## src/rtl/irq_controller_pkg.sv

```systemverilog
// irq_controller_pkg: shared register map, FSM encoding and ID width for the interrupt controller
package irq_controller_pkg;

    localparam int ID_W = 5;

    localparam logic [1:0] REG_ENABLE  = 2'd0;
    localparam logic [1:0] REG_PENDING = 2'd1;
    localparam logic [1:0] REG_CLAIM   = 2'd2;
    localparam logic [1:0] REG_EDGE    = 2'd3;

    typedef enum logic [1:0] {
        ST_IDLE    = 2'd0,
        ST_ASSERT  = 2'd1,
        ST_CLAIMED = 2'd2
    } state_t;

endpackage

```

## src/rtl/irq_controller_sync_edge.sv

```systemverilog
// irq_sync_edge: multi-flop synchroniser for one async request bit plus rising-edge detect
module irq_sync_edge #(
    parameter int STAGES = 2
) (
    input  logic clk_i,
    input  logic reset_i,
    input  logic i_d,
    output logic o_level,
    output logic o_rise
);

    logic [STAGES-1:0] r_sync;
    logic              r_prev;

    // shift the async bit through the chain, then keep one delayed copy for edge detection
    always_ff @(posedge clk_i or negedge reset_i) begin
        if (!reset_i) begin
            r_sync <= '0;
            r_prev <= 1'b0;
        end else begin
            r_sync <= {r_sync[STAGES-2:0], i_d};
            r_prev <= r_sync[STAGES-1];
        end
    end

    assign o_level = r_sync[STAGES-1];
    assign o_rise  = r_sync[STAGES-1] & ~r_prev;

endmodule

```

## src/rtl/irq_controller.sv

```systemverilog
// irq_controller: external-interrupt controller driving meip_o with claim/complete handshake
module irq_controller
    import irq_controller_pkg::*;
#(
    parameter int NUM_IRQ     = 8,
    parameter int SYNC_STAGES = 2
) (
    input  logic               clk_i,
    input  logic               reset_i,
    input  logic [NUM_IRQ-1:0] irq_i,
    input  logic               ack_i,
    input  logic               sel_i,
    input  logic               wen_i,
    input  logic [3:0]         addr_i,
    input  logic [31:0]        wdata_i,
    output logic [31:0]        rdata_o,
    output logic               meip_o,
    output logic [ID_W-1:0]    claim_id_o
);

    logic [NUM_IRQ-1:0] r_enable;
    logic [NUM_IRQ-1:0] r_edge;
    logic [NUM_IRQ-1:0] r_pend;
    logic [ID_W-1:0]    r_claim_id;
    logic [31:0]        r_rdata;
    logic               r_meip;
    state_t             r_state;

    logic [NUM_IRQ-1:0] w_level;
    logic [NUM_IRQ-1:0] w_rise;
    logic [NUM_IRQ-1:0] w_act;
    logic [NUM_IRQ-1:0] w_win_oh;
    logic [NUM_IRQ-1:0] w_w1c;
    logic [NUM_IRQ-1:0] w_clr;
    logic [ID_W-1:0]    w_win_id;
    logic [1:0]         w_reg;
    logic               w_wr;
    logic               w_take;
    logic [31:0]        w_rd_val;
    logic               w_unused;

    genvar k;
    generate
        for (k = 0; k < NUM_IRQ; k++) begin : g_sync
            irq_sync_edge #(.STAGES(SYNC_STAGES)) u_sync (
                .clk_i   (clk_i),
                .reset_i (reset_i),
                .i_d     (irq_i[k]),
                .o_level (w_level[k]),
                .o_rise  (w_rise[k])
            );
        end
    endgenerate

    assign w_reg    = addr_i[3:2];
    assign w_wr     = sel_i & wen_i;
    assign w_act    = r_pend & r_enable;
    assign w_win_oh = w_act & (-w_act);
    assign w_take   = (r_state == ST_ASSERT) & ack_i & (|w_act);
    assign w_w1c    = (w_wr && w_reg == REG_PENDING) ? (wdata_i[NUM_IRQ-1:0] & r_edge) : '0;
    assign w_clr    = w_w1c | (w_take ? (w_win_oh & r_edge) : '0);
    assign w_rd_val = (w_reg == REG_ENABLE)  ? 32'(r_enable)   :
                      (w_reg == REG_PENDING) ? 32'(r_pend)     :
                      (w_reg == REG_CLAIM)   ? 32'(r_claim_id) : 32'(r_edge);
    assign w_unused = ^{addr_i[1:0], wdata_i};

    // fixed priority: lowest active index wins, reported as index+1
    always_comb begin
        w_win_id = '0;
        for (int i = NUM_IRQ - 1; i >= 0; i--) begin
            if (w_act[i]) w_win_id = ID_W'(i + 1);
        end
    end

    // pending bits: edge sources latch rises (a new rise beats a clear), level sources track the input
    always_ff @(posedge clk_i or negedge reset_i) begin
        if (!reset_i) r_pend <= '0;
        else          r_pend <= (r_edge & (w_rise | (r_pend & ~w_clr))) | (~r_edge & w_level);
    end

    // software-visible enable and edge-mode registers
    always_ff @(posedge clk_i or negedge reset_i) begin
        if (!reset_i) begin
            r_enable <= '0;
            r_edge   <= '0;
        end else if (w_wr) begin
            if (w_reg == REG_ENABLE) r_enable <= wdata_i[NUM_IRQ-1:0];
            if (w_reg == REG_EDGE)   r_edge   <= wdata_i[NUM_IRQ-1:0];
        end
    end

    // registered read data, updated only on a read access
    always_ff @(posedge clk_i or negedge reset_i) begin
        if (!reset_i)              r_rdata <= '0;
        else if (sel_i && !wen_i)  r_rdata <= w_rd_val;
    end

    // claim/complete handshake; meip is registered so the CSR unit sees a clean level
    always_ff @(posedge clk_i or negedge reset_i) begin
        if (!reset_i) begin
            r_state    <= ST_IDLE;
            r_meip     <= 1'b0;
            r_claim_id <= '0;
        end else begin
            case (r_state)
                ST_IDLE: begin
                    if (|w_act) begin
                        r_state <= ST_ASSERT;
                        r_meip  <= 1'b1;
                    end
                end
                ST_ASSERT: begin
                    if (!(|w_act)) begin
                        r_state <= ST_IDLE;
                        r_meip  <= 1'b0;
                    end else if (ack_i) begin
                        r_state    <= ST_CLAIMED;
                        r_claim_id <= w_win_id;
                        r_meip     <= 1'b0;
                    end
                end
                ST_CLAIMED: begin
                    if (w_wr && w_reg == REG_CLAIM && wdata_i[ID_W-1:0] == r_claim_id) begin
                        r_state    <= ST_IDLE;
                        r_claim_id <= '0;
                    end
                end
                default: begin
                    r_state    <= ST_IDLE;
                    r_meip     <= 1'b0;
                    r_claim_id <= '0;
                end
            endcase
        end
    end

    assign rdata_o    = r_rdata;
    assign meip_o     = r_meip;
    assign claim_id_o = r_claim_id;

endmodule

```

## config.mk

```make
export PLATFORM = sky130hd
export DESIGN_NAME = irq_controller
export DESIGN_NICKNAME = d
export VERILOG_FILES = /design/src/rtl/irq_controller_pkg.sv /design/src/rtl/irq_controller_sync_edge.sv /design/src/rtl/irq_controller.sv
export SDC_FILE = /design/constraint.sdc
export NUM_CORES = 1
export LEC_CHECK = 0
export CORE_UTILIZATION = 46
export CTS_BUF_LIST = sky130_fd_sc_hd__clkbuf_8 sky130_fd_sc_hd__clkbuf_16
export DETAILED_ROUTE_END_ITERATION = 10
export PLACE_DENSITY = 0.79
export SLEW_MARGIN = 20
export SYNTH_ARGS = -nofsm -noshare
export SYNTH_HDL_FRONTEND = slang
export SYNTH_SLANG_ARGS = --single-unit
```

## constraint.sdc

```tcl
create_clock -name clk_i -period 1.6 [get_ports clk_i]
set_input_delay 0.32 -clock clk_i [delete_from_list [all_inputs] [get_ports clk_i]]
set_output_delay 0.32 -clock clk_i [all_outputs]
set_load 0.01 [all_outputs]
```

Word-level counts from Yosys, hierarchy flattened
Cells that the tools add are included.
Storage, ports and cells
  RAM bits: 0
  input bits: 49
  word-level logic and storage cells: 107
  ROM bits: 0
  bits in latches: 0
  flip-flop bits (word level): 88
  output and inout port bits: 38
  memories: 0
Operators by class
  multiplexer cells: 26
  bitwise logic cells: 33
  eq/ne operators: 11
  order comparisons: 0
  div/mod/pow operators: 0
  add/sub/neg operators: 1
  multiply operators: 0
  reduce and logical (&&, ||, !) cells: 13
  shift-type cells: 0
Operators with widths (count)
  8-bit bitwise AND: 7
  8-bit 2-to-1 mux: 5
  5-bit 2-to-1 mux: 6
  8-bit OR: 3
  4-bit 2-to-1 mux: 5
  8-bit NOT: 2
  5-bit case mux with 3 select lines: 1
  1-bit bitwise AND: 11
  1-bit NOT: 10
  2-bit 2-to-1 mux: 4
  8-bit negation: 1
  8-bit OR reduction: 1
  2-bit equality test (second input constant): 3
  2-bit inequality test (second input constant): 3
  2-bit case mux with 3 select lines: 1
  3-bit AND reduction: 2
  5-bit equality test: 1
  2-bit by 1-bit equality test with 1-bit output (second input constant): 2
  1-bit logical AND: 4
  2-bit logical NOT: 2
  2-bit AND reduction: 2
  4-bit AND reduction: 1
  1-bit 2-to-1 mux: 3
  3-bit inequality test (second input constant): 1
  3 further kinds: 3

Depth between registers and ports, before layout
  word-level depth: 12
  depth in mapped cells: 6
  gate-level depth less buffers: 5

Cells and area by module
From an unflattened synthesis, not the netlist that was laid out.
Second synthesis, totals
  cells, all modules: 241
  area, all modules: 2946.6 um^2
By module, submodules not included
  irq_controller: cells each 209, instances 1, sequential area each 975.9 um^2, area each 2235.9 um^2
  irq_sync_edge: cells each 4, instances 8, sequential area each 75.1 um^2, area each 88.8 um^2

Least setup slack after synthesis
Ideal clock, no wire load.
  path kind: input -> register
  start: input port addr_i[2]
  end: register r_claim_id[1] (netlist: claim_id_o[1])
  arrival: 1398 ps
  stages on the path: 5
  buffers on the path: 1
  data required time: 1479 ps
  setup slack: 81 ps
  cell sequence: buf_6 or4b_1 o21ai_2 o21ai_2 a22o_1
On the way
  word-level cells in the longest chain between the ends: 5
RTL lines
  start: declaration: line irq_controller.sv:14  | input logic [3:0] addr_i,
  2-bit equality test: line irq_controller.sv:123  | if (w_wr && w_reg == REG_CLAIM && wdata_i[ID_W-1:0] == r_claim_id) begin
  1-bit logical AND (2 in series): line irq_controller.sv:123
  2-bit inequality test (no source line)
  4-bit AND reduction (no source line)
  end signal: assignment: line irq_controller.sv:118  | r_claim_id <= w_win_id;
  end: declaration: line irq_controller.sv:24  | logic [ID_W-1:0] r_claim_id;
No other way between the ends.
A chain may end at the register's enable or synchronous reset.

Worst setup path in the final report
  start: input port wdata_i[4]
  end: register r_claim_id[1] (netlist: claim_id_o[1])
On the way
  word-level cells in the longest chain between the ends: 4
RTL lines
  start: declaration: line irq_controller.sv:15  | input logic [31:0] wdata_i,
  5-bit equality test: line irq_controller.sv:123
  1-bit logical AND: line irq_controller.sv:123
  2-bit inequality test (no source line)
  4-bit AND reduction (no source line)
No other way between the ends.

==> out/results.md <==
| Item | Reported | Unit |
|:---|:---|:---|
| Outcome | finished clean | - |
| Maximum frequency from static timing analysis | 645 | MHz |
| Met2 usage in global routing | 31.5 | % |
| Worst hold-check slack | 0.348 | ns |
| Die Span X | 79.5 | um |
| Library cell contributing the largest single delay on the critical path | sky130_fd_sc_hd__or4b_4 | - |
| Unrepaired setup endpoints after global routing | no | - |
| Proportion of layout cells with a drive suffix above 1 | 26.1 | % |
| Detailed-router iteration count before antenna repair | 4 | - |
| Total clock buffers created by CTS | 9 | - |
| Crit Path Class | in2reg | - |
| DRC Markers | 0 | - |
| Top cell family by delay on the critical path | simple AND/OR/NAND/NOR gates | - |
| Register-to-Register Setup Slack | 0.08 | ns |
| Area of the core region | 0.00564 | sq mm |
| Clk pwr share | 24.0 | % |
| Net switching component of the power | 1360 | uW |
| Sequential share of the synthesized area | 57.1 | % |
| Relative contribution of sequential cells to total power | 47.9 | % |
| Wirelength, routed | 5630 | um |
| I/O Buffers | 35 | - |
| Accumulated negative setup slack | 0 | ns |
| Clock latency on the worst-skew pair | 0.34 | ns |
| Initial detailed-routing violation count | 277 | - |
| Placement row count | 27 | - |
| Syn Inst Count | 222 | - |
| Placed cell count | 350 | - |
| Highest net fanout along the worst path | 4 | - |
| Final antenna diode count | 0 | - |
| Worst Setup End Kind | flip-flop | - |
| Via density per instance | 5.23 | - |
| Largest net degree at the start of global routing | 64 | - |
| PwrDens | 1280 | mW/mm^2 |
| Switching power as a share of total power | 30.5 | % |
| Post-route clock skew | 0.00890 | ns |
| Clk buf depth | 2 | - |
| Post-detailed-route wirelength per cell | 15.3 | um |
| Synthesis-to-finish area growth | 25.6 | % |
| Ordered list of cells on the worst path | clkdlybuf4s50_1 -> or4b_4 -> o21ai_2 -> o21ai_2 -> a22o_1 | - |
| Count of cell types in the netlist | 37 | - |
| Number of global-route vias before repair | 1,848 | - |
| Class of the most critical hold timing path | reg2reg | - |
| Buffer type at the clock tree root | sky130_fd_sc_hd__clkbuf_8 | - |
| Global-route wire length before repair | 9150 | um |
| Cell repeated most along the worst path | sky130_fd_sc_hd__o21ai_2 | - |
| Final clock period utilization by the worst path | 97.0 | % |
| Leak pwr | 0.00160 | uW |
| Die extent in y | 79.5 | um |
| Worst stage delay on the critical path | 0.53 | ns |
| Number of max-cap violations | 0 | - |
| Clock slew seen by the registers of the worst setup and hold paths | 0.07 | ns |
| Part of the total power dissipated in combinational logic | 28.0 | % |
| Combined area of all synthesized cells | 0.00276 | sq mm |
| Met1 Track Usage GR | 24.6 | % |
| Min Clock Period, post-route | 1.55 | ns |
| Count of final hold-check violations | 0 | - |
| Total congestion overflow after global routing | 0 | - |
| Final Instance Count excl. Fillers | 367 | - |
| Post-detail-place hpwl | 3900 | um |
| Placer congestion estimate | 0.862 | - |
| Number of synthesis warnings | 0 | - |
| Internal power summed over all cells | 3090 | uW |
| Startpoint type of the worst setup path | primary input | - |
| Number of antenna violations at the first check in global routing | 0 | - |
| Number of synthesized register bits | 63 | - |
| H-Tree Level Count | 3 | - |
| Number of routed nets with antenna violations | 0 | - |
| Final Slew Violations | 0 | - |
| IR drop worst, VDD | 0.517 | mV |
| Fraction of met3 tracks used by global routing | 4.34 | % |
| Final setup vio count | 0 | - |
| Sinks on the clock net | 63 | - |
| Boundary Pins | 87 | - |
| Data arrival time at the worst-slack endpoint | 1.78 | ns |
| Combined global-route utilization of all metal layers | 19.9 | % |
| Die Footprint | 0.00632 | sq mm |
| Worst endpoint required time | 1.83 | ns |
| DR vias | 1,920 | - |
| Peak-usage layer in the global routing report | met2 | - |
| Starting density of the core | 48.9 | % |
| Fin nets | 341 | - |
| Avg Inst Size Synth | 12.4 | sq um |
| Buffers & Inverters on Critical Path | 1 | - |
| TritonCTS clock tree | yes | - |
==> final timing paths <==
check                                           startpoint  cells past startpoint                    endpoint
worst max register to register                 r_enable[4]                      5               claim_id_o[2]
worst min-delay path            g_sync[2].u_sync.r_sync[0]                      0  g_sync[2].u_sync.r_sync[1]
min in group asynchronous                          reset_i                      3  g_sync[0].u_sync.r_sync[1]
max in group asynchronous                          reset_i                      3     g_sync[5].u_sync.r_prev
worst min register to register  g_sync[2].u_sync.r_sync[0]                      0  g_sync[2].u_sync.r_sync[1]
worst max-delay path                            wdata_i[4]                      5               claim_id_o[1]
==> cell type report <==
type / count / area, sq um
multi-input cells: 153 / 1070
clock inverters: 5 / 21.3
fillers: 436 / 2170
flip-flops and latches: 63 / 1580
well taps: 72 / 90.1
clock buffers: 9 / 124
repair buffers: 65 / 583
==> kinds of logic after synthesis <==
| family | Yosys count | share of synthesized area [%] |
|---|---|---|
| xor+xnor | 4 | 1.27 |
| compound gates | 42 | 10.8 |
| mux | 28 | 12.9 |
| other cells | 1 | 0.136 |
| buf+inv | 30 | 7.97 |
| simple gates | 54 | 9.83 |
| flops | 63 | 57.1 |
==> per-layer routing <==
metal  share of wire (%)  vias up
li1                    -      884
met1                  42      943
met2                  48       73
met3                 6.0       20
met4                 3.7        0
met5                   0        -
==> flip-flops by register name (all words and copies together), names as in the netlist <==
register and flops:
g_sync.u_sync.r_sync 16, g_sync.u_sync.r_prev 8, r_edge 8, r_enable 8
r_pend 8, rdata_o 8, claim_id_o 4, r_state 2
meip_o 1
==> metrics by stage <==
step | setup WS, ns | cell area (sq um) | util (%) | total power, uW
5_1_grt | 0.00318 | 3470 | 61.5 | 4700
2_1_floorplan | 0.0807 | 2850 | - | 2810
3_5_place_dp | -0.375 | 3280 | 58.2 | 3370
6_report | 0.0488 | 3470 | 61.5 | 4450
3_3_place_gp | -0.341 | 3280 | 58.2 | 3310
4_1_cts | 0.0367 | 3460 | 61.3 | 4460
==> worst reg2reg max path: stages, from the launching register on <==
cell and delay (ns):
sky130_fd_sc_hd__dfrtp_1 0.39, sky130_fd_sc_hd__a22o_1 0.28, sky130_fd_sc_hd__and4b_2 0.34, sky130_fd_sc_hd__nor2_1 0.07
sky130_fd_sc_hd__o21ai_2 0.19, sky130_fd_sc_hd__o2bb2ai_1 0.15
==> layout by cell type (no fill, tap or decap), types with 3 or more instances in the layout <==
cell                              count
sky130_fd_sc_hd__xnor2_1              4
sky130_fd_sc_hd__a31oi_1              4
sky130_fd_sc_hd__dlygate4sd2_1        8
sky130_fd_sc_hd__dfrtp_1             62
sky130_fd_sc_hd__inv_1                3
sky130_fd_sc_hd__nor2_1               8
sky130_fd_sc_hd__o21ai_0              7
sky130_fd_sc_hd__a21o_1               5
sky130_fd_sc_hd__buf_4               26
sky130_fd_sc_hd__mux2_2              20
sky130_fd_sc_hd__nand4_1              4
sky130_fd_sc_hd__conb_1              25
sky130_fd_sc_hd__a221oi_1             3
sky130_fd_sc_hd__mux4_2               4
sky130_fd_sc_hd__nand2_1             27
sky130_fd_sc_hd__clkdlybuf4s50_1     26
sky130_fd_sc_hd__mux2i_1              4
sky130_fd_sc_hd__a22o_1               6
sky130_fd_sc_hd__a21oi_1              6
sky130_fd_sc_hd__clkbuf_8             9
==> cells in the mapped netlist <==
library cell	count	area, sq um
sky130_fd_sc_hd__dfrtp_1	63	1580
sky130_fd_sc_hd__nand2_1	27	101
sky130_fd_sc_hd__buf_4	26	195
sky130_fd_sc_hd__mux2_2	20	225
sky130_fd_sc_hd__nor2_1	8	30.0
sky130_fd_sc_hd__o21ai_0	7	35.0
sky130_fd_sc_hd__a21oi_1	6	30.0
sky130_fd_sc_hd__a22o_1	6	52.6
sky130_fd_sc_hd__a21o_1	5	37.5
sky130_fd_sc_hd__a22oi_1	4	30.0
sky130_fd_sc_hd__a31oi_1	4	25.0
sky130_fd_sc_hd__mux2i_1	4	40.0
sky130_fd_sc_hd__mux4_2	4	90.1
sky130_fd_sc_hd__nand4_1	4	25.0
sky130_fd_sc_hd__xnor2_1	4	35.0
sky130_fd_sc_hd__a221oi_1	3	26.3
sky130_fd_sc_hd__nor2b_1	3	18.8
sky130_fd_sc_hd__and2_1	2	12.5
sky130_fd_sc_hd__buf_2	2	10.0
sky130_fd_sc_hd__nand3b_1	2	15.0
sky130_fd_sc_hd__o21ai_2	2	17.5
sky130_fd_sc_hd__a21bo_2	1	10.0
sky130_fd_sc_hd__a21boi_0	1	7.51
sky130_fd_sc_hd__a32o_1	1	10.0
sky130_fd_sc_hd__and3b_1	1	8.76
sky130_fd_sc_hd__and4b_1	1	10.0
sky130_fd_sc_hd__buf_6	1	11.3
sky130_fd_sc_hd__clkbuf_1	1	3.75
sky130_fd_sc_hd__conb_1	1	3.75
sky130_fd_sc_hd__nand2b_1	1	6.26
sky130_fd_sc_hd__nand3_1	1	5.00
sky130_fd_sc_hd__nor3_2	1	10.0
sky130_fd_sc_hd__nor3b_2	1	12.5
sky130_fd_sc_hd__o221ai_1	1	8.76
sky130_fd_sc_hd__o2bb2ai_1	1	8.76
sky130_fd_sc_hd__or2_2	1	6.26
sky130_fd_sc_hd__or4b_1	1	10.0
==> power groups by stage <==
stage	Combinational (uW)	Sequential, uW	Clock [uW]
final	1250	2130	1070
after global routing	1370	2160	1180
after CTS	1240	2120	1100
after detailed placement	1220	2150	0
after global placement	1180	2130	0
after floorplan	661	2150	0
==> what timing repair did <==
item | CTS | global route
pin swaps | 3 | 1
hold endpoints to repair | 49 | 0
gates resized for setup | 12 | 4
hold buffers | 1 | 0
buffers inserted | 2 | 0
setup endpoints to repair | 10 | 7
Note: power is estimated with default switching activity, not from simulation.
